[config.mk]
export PLATFORM = sky130hd
export DESIGN_NAME = writeback_unit
export DESIGN_NICKNAME = d
export VERILOG_FILES = /design/src/rtl/writeback_unit.sv
export SDC_FILE = /design/constraint.sdc
export NUM_CORES = 1
export LEC_CHECK = 0
export CAP_MARGIN = 20
export CORE_ASPECT_RATIO = 1.1
export CORE_MARGIN = 2
export CORE_UTILIZATION = 34
export DETAILED_ROUTE_END_ITERATION = 8
export PLACE_DENSITY = 0.55
export SYNTH_ARGS = -nofsm -noshare
export SYNTH_HDL_FRONTEND = slang
export SYNTH_SLANG_ARGS = --single-unit
export TNS_END_PERCENT = 10
[constraint.sdc]
create_clock -name clk -period 2.3 [get_ports clk]
set_input_delay 0.575 -clock clk [delete_from_list [all_inputs] [get_ports clk]]
set_output_delay 0.575 -clock clk [all_outputs]
set_load 0.03 [all_outputs]
[src/rtl/writeback_unit.sv]
// Writeback stage: MEM/WB register, load extraction, fault detection
// and the retired-instruction counter.
module writeback_unit #(
  parameter int XLEN  = 32,
  parameter int RA_W  = 5,
  parameter int CNT_W = 32
) (
  input  logic             clk,
  input  logic             rst,
  input  logic             ValidM,
  input  logic             RegWriteM,
  input  logic [1:0]       ResultSrcM,
  input  logic [2:0]       LoadTypeM,
  input  logic [XLEN-1:0]  ALUResultM,
  input  logic [XLEN-1:0]  ReadDataM,
  input  logic [XLEN-1:0]  PCPlus4M,
  input  logic [XLEN-1:0]  ImmExtM,
  input  logic [RA_W-1:0]  RdM,
  input  logic             StallW,
  input  logic             FlushW,
  output logic [XLEN-1:0]  ResultW,
  output logic [RA_W-1:0]  RdW,
  output logic             RegWriteW,
  output logic             LoadFaultW,
  output logic [CNT_W-1:0] InstRetW
);

  localparam bit IS64 = (XLEN == 64);

  typedef struct packed {
    logic            valid;
    logic            reg_write;
    logic [1:0]      src;
    logic [2:0]      ltype;
    logic [XLEN-1:0] alu;
    logic [XLEN-1:0] rdata;
    logic [XLEN-1:0] pc4;
    logic [XLEN-1:0] imm;
    logic [RA_W-1:0] rd;
  } wb_t;

  wb_t              wb_q;
  wb_t              m_in;
  logic [CNT_W-1:0] cnt_q;

  assign m_in = '{
    valid:     ValidM,
    reg_write: RegWriteM,
    src:       ResultSrcM,
    ltype:     LoadTypeM,
    alu:       ALUResultM,
    rdata:     ReadDataM,
    pc4:       PCPlus4M,
    imm:       ImmExtM,
    rd:        RdM
  };

  // Flush only kills valid; the payload is don't-care once invalid.
  always_ff @(posedge clk) begin
    if (rst) begin
      wb_q <= '0;
    end else if (FlushW) begin
      wb_q.valid <= 1'b0;
    end else if (!StallW) begin
      wb_q <= m_in;
    end
  end

  logic [31:0]     word_v;
  logic [15:0]     half_v;
  logic [7:0]      byte_v;
  logic [XLEN-1:0] load_v;

  always_comb begin
    word_v = wb_q.rdata[31:0];
    half_v = wb_q.alu[1] ? word_v[31:16] : word_v[15:0];
    byte_v = word_v[{wb_q.alu[1:0], 3'b000} +: 8];
    load_v = '0;
    unique case (wb_q.ltype)
      3'b000:  load_v = XLEN'($signed(byte_v));
      3'b100:  load_v = XLEN'(byte_v);
      3'b001:  load_v = XLEN'($signed(half_v));
      3'b101:  load_v = XLEN'(half_v);
      3'b010:  load_v = XLEN'($signed(word_v));
      3'b110:  load_v = XLEN'(word_v);
      3'b011:  load_v = wb_q.rdata;
      default: load_v = '0;
    endcase
  end

  logic illegal;
  logic misalign;

  always_comb begin
    illegal = (wb_q.ltype == 3'b111)
            | (!IS64 & (wb_q.ltype == 3'b011))
            | (!IS64 & (wb_q.ltype == 3'b110));
    misalign = 1'b0;
    unique case (wb_q.ltype[1:0])
      2'b01:   misalign = wb_q.alu[0];
      2'b10:   misalign = (wb_q.alu[1:0] != 2'b00);
      2'b11:   misalign = (wb_q.alu[2:0] != 3'b000);
      default: misalign = 1'b0;
    endcase
  end

  always_comb begin
    ResultW = '0;
    unique case (wb_q.src)
      2'b00: ResultW = wb_q.alu;
      2'b01: ResultW = load_v;
      2'b10: ResultW = wb_q.pc4;
      2'b11: ResultW = wb_q.imm;
    endcase
  end

  assign LoadFaultW = wb_q.valid & (wb_q.src == 2'b01)
                    & (illegal | misalign);
  assign RegWriteW  = wb_q.valid & wb_q.reg_write
                    & (wb_q.rd != '0) & !LoadFaultW;
  assign RdW        = wb_q.rd;

  // A stalled instruction is counted once, on the edge it leaves WB.
  always_ff @(posedge clk) begin
    if (rst) begin
      cnt_q <= '0;
    end else if (wb_q.valid & !LoadFaultW & !StallW) begin
      cnt_q <= cnt_q + CNT_W'(1);
    end
  end

  assign InstRetW = cnt_q;

endmodule

==> flow_summary.yaml <==
run_status:
  outcome: "complete, but fails checks"
  failed_checks: "negative setup slack"
finish:
  syn_to_final_growth_pct: 49.55
  fillers: 2278
  fin_util: 0.5173
  layout-drive-gt1-share: 0.2003
  num-nets-final: 1417
power_and_ir_drop:
  p_per_area_nw_per_um2: 592.1
  seqPwrFrac: 0.436
  ir_worst_vdd_mv: 0.4254
  intPower_mw: 5.316
  leakage_nw: 4.335
  comb_power_share: 0.168
  clkPwrFrac: 0.395
  switching_share: 0.2675
  switching_power_mw: 1.942
placed_design:
  hpwl_um: 20100
  gp_congestion: 0.8947
  port-buffer-count: 214
worst_setup_path:
  cp-start-kind: "register"
  rr_endpoint: "InstRetW[15]$_SDFFE_PP0P_"
  r2r_start: "wb_q[101]$_SDFFE_PP0P_"
  cp.required_ns: 1.73
  rrSetupSlack_ns: 0.26
  path_class: "reg -> out"
  worstPathMaxFanout: 8
  endpoint_kind: "primary output"
  r2r_cells: 7
  worstPathArrival_ns: 2.10
floorplanning:
  die_width_um: 152.0
  rows: 59
  dieArea_um2: 25370
  fp.dieH_um: 166.8
  io_pins: 215
  initial_core_util: 0.3459
  core-area_um2: 23700
global_routing:
  grtUsageMet2: 0.3339
  first_global_vias: 7765
  use_met1: 0.2895
  grt_use_met3: 0.04788
  antenna_found_initial: 1
  grt_usage: 0.2125
  grt_overflow_total: 0
  grt_pass1_wl_um: 42880
  grt_max_degree: 63
  global_route.peak_usage_layer: "met2"
timing:
  tightest_slew_ns: 0.5913
  fin_crit_ns: 2.679
  max-slew-margin-rel: 0.6054
  holdWs_ns: 0.4497
  hold_violations: 0
  finClkSkew_ns: 0.009141
  report.final.slew_viol_count: 0
  setup-violations-final: 34
  setup_slack_ns: -0.3791
  finalCritPeriodShare: 1.165
  grt_setup_unrepaired: "yes"
  fmax_mhz: 373.3
clock_network:
  cts_tree: "done"
  insertion_delay_ns: 0.43
  htree_levels: 4
  cts_buffer_depth: 2
  clockRootBuffer: "clkbuf_16"
  clk_pin_slew_ns: 0.06
  cts_sinks: 172
  numCtsBuffers: 17
synthesis:
  ys_ff_latch: 172
  netlist_instances: 1056
  synth_fa_ha_area_frac: 0.001526
  yosysWarnings: 0
  synth_nets: 1201
  postSynth.asyncResetShare: 0
  synth-edff-count: 0
  synth_mux_area_frac: 0.06655
  synth_top_family_by_area: "simple AND/OR/NAND/NOR gates"
  seq_area_frac_synth: 0.4201
  syn_avg_cell_area_um2: 7.762
  synth_compound_area_frac: 0.2058
  synth-simple-area-share: 0.2415
  synth_xor_area_frac: 0.001069
  synth-main-ff-cell: "dfxtp_1"
  syn-cell-area_um2: 8197
  synth_cell_type_count: 52
route:
  vias_per_cell: 5.174
  ant_nets: 0
  wl_per_cell_um: 17.81
  drtPass1Iterations: 5
  drt-total-wl_um: 28290
  drtIter0Drc: 472
  vias: 8222
  drcViolationCount: 0
worst_hold_path:
  hold_start: "wb_q[120]$_SDFFE_PP0P_"
  holdPathStages: 2
  hold_end: "wb_q[120]$_SDFFE_PP0P_"
  hp-class: "reg -> reg"
flow_run:
  maxCapViolations: 0
## per-layer routing
metal	part of all wire	wire, um
met5	0	0
met4	0.020	559
met3	0.051	1453
met2	0.47	13420
met1	0.45	12870
## state kept, by name (all words and copies together), names as in the netlist
| name | cells |
|---|---|
| wb_q | 103 |
| InstRetW | 32 |
| word_v | 32 |
| RdW | 5 |
## cells by family after synthesis
kind of cell               after synthesis
and+or+nand+nor                        423
AOI/OAI and AO/OA                      291
DFF                                    172
buffers and inverters                  120
muxes                                   48
xor gates and xnor gates                 1
adders and majority gates                1
## stage by stage
stage / setup WS, ns / instance area (um^2) / power [mW] / instances / setup TNS (ns)
after CTS: -0.4446 / 11940 / 7.272 / 1582 / -12.37
after floorplan: -0.1098 / 8248 / 3.735 / 1056 / -1.969
after detailed placement: -0.2227 / 11200 / 4.360 / 1551 / -3.055
after global placement: -0.1603 / 11200 / 4.355 / 1551 / -2.184
after global routing: -0.4818 / 12260 / 7.560 / 1588 / -12.48
final: -0.3791 / 12260 / 7.258 / 1589 / -9.443
## power by group through the flow
stage,combinational (mW),clock (mW),sequential (mW)
after floorplan,0.533,0,3.20
after global placement,1.13,0,3.22
after detailed placement,1.13,0,3.23
after CTS,1.17,2.94,3.16
after global routing,1.31,3.07,3.18
final,1.22,2.87,3.17
## cell usage in the layout, fill, tap and decap left out, types with 14 or more instances in the layout
cell / synthesis / routed
or4_1: 17 / 17
o31ai_1: 15 / 15
buf_12: 0 / 33
o21ai_2: 0 / 16
inv_1: 26 / 26
clkbuf_16: 0 / 18
buf_6: 3 / 14
dfxtp_1: 172 / 167
nor3b_1: 22 / 22
mux2_2: 42 / 41
a21oi_1: 182 / 177
buf_4: 8 / 63
nor2b_1: 17 / 16
clkdlybuf4s50_1: 0 / 179
a22oi_1: 34 / 25
nor2_1: 18 / 15
nand2_1: 290 / 290
## critical path: stages, from the launching register on
cell	delay, ns
dfxtp_2	0.36
mux4_2	0.52
nor4b_4	0.16
buf_12	0.15
a221oi_2	0.21
o21ai_2	0.12
buf_12	0.14
## worst max-delay path by stage
stage / startpoint / to / slack, ns / depth (start not counted)
2_1_floorplan: wb_q[133]$_SDFFE_PP0P_ / ResultW[18] / -0.11 / 5
5_1_grt: wb_q[101]$_SDFFE_PP0P_ / ResultW[13] / -0.48 / 6
4_1_cts: wb_q[101]$_SDFFE_PP0P_ / ResultW[15] / -0.44 / 5
3_5_place_dp: wb_q[101]$_SDFFE_PP0P_ / ResultW[9] / -0.22 / 5
3_3_place_gp: wb_q[101]$_SDFFE_PP0P_ / ResultW[9] / -0.16 / 5
6_report: wb_q[101]$_SDFFE_PP0P_ / ResultW[13] / -0.38 / 6
## layout make-up
class,count,area [um^2],area share
multi-input cells,764,4631,0.3778
repair buffers,291,3123,0.2548
well taps,305,381.6,0.03113
diodes,1,2.502,0.0002041
clock inverters,12,141.4,0.01153
flip-flops and latches,172,3452,0.2816
inverters,26,97.59,0.007962
clock buffers,18,429.2,0.03501
## cells in the mapped netlist, drive strengths merged (2+ instances only)
library cell	instances	area, um^2
nand2	290	1089
a21oi	182	910.9
dfxtp	172	3443
clkbuf	61	230.2
mux2	42	473.0
a22oi	34	255.2
buf	32	183.9
o21ai	31	155.2
inv	26	97.59
nor3b	22	165.2
nor2	18	67.56
nor2b	17	106.4
or4	17	127.6
o31ai	16	125.1
nand4	10	81.33
nand3	9	45.04
a221oi	7	61.31
nor4	7	58.81
o221ai	7	61.31
o32ai	7	61.31
or3	7	45.05
and4	6	52.55
nor3	6	35.03
mux2i	5	50.05
and3	4	25.02
and2	2	12.51
nand2b	2	12.51
nor4b	2	23.77
o21bai	2	15.01
## timing repair
item | CTS | global route
resized for setup | 41 | 48
gates cloned | 1 | 1
hold buffers | 0 | 0
setup endpoints to repair | 34 | 34
buffers inserted | 1 | 6
pin swaps | 6 | 16
No activity file was read; power rests on OpenSTA's default activity.
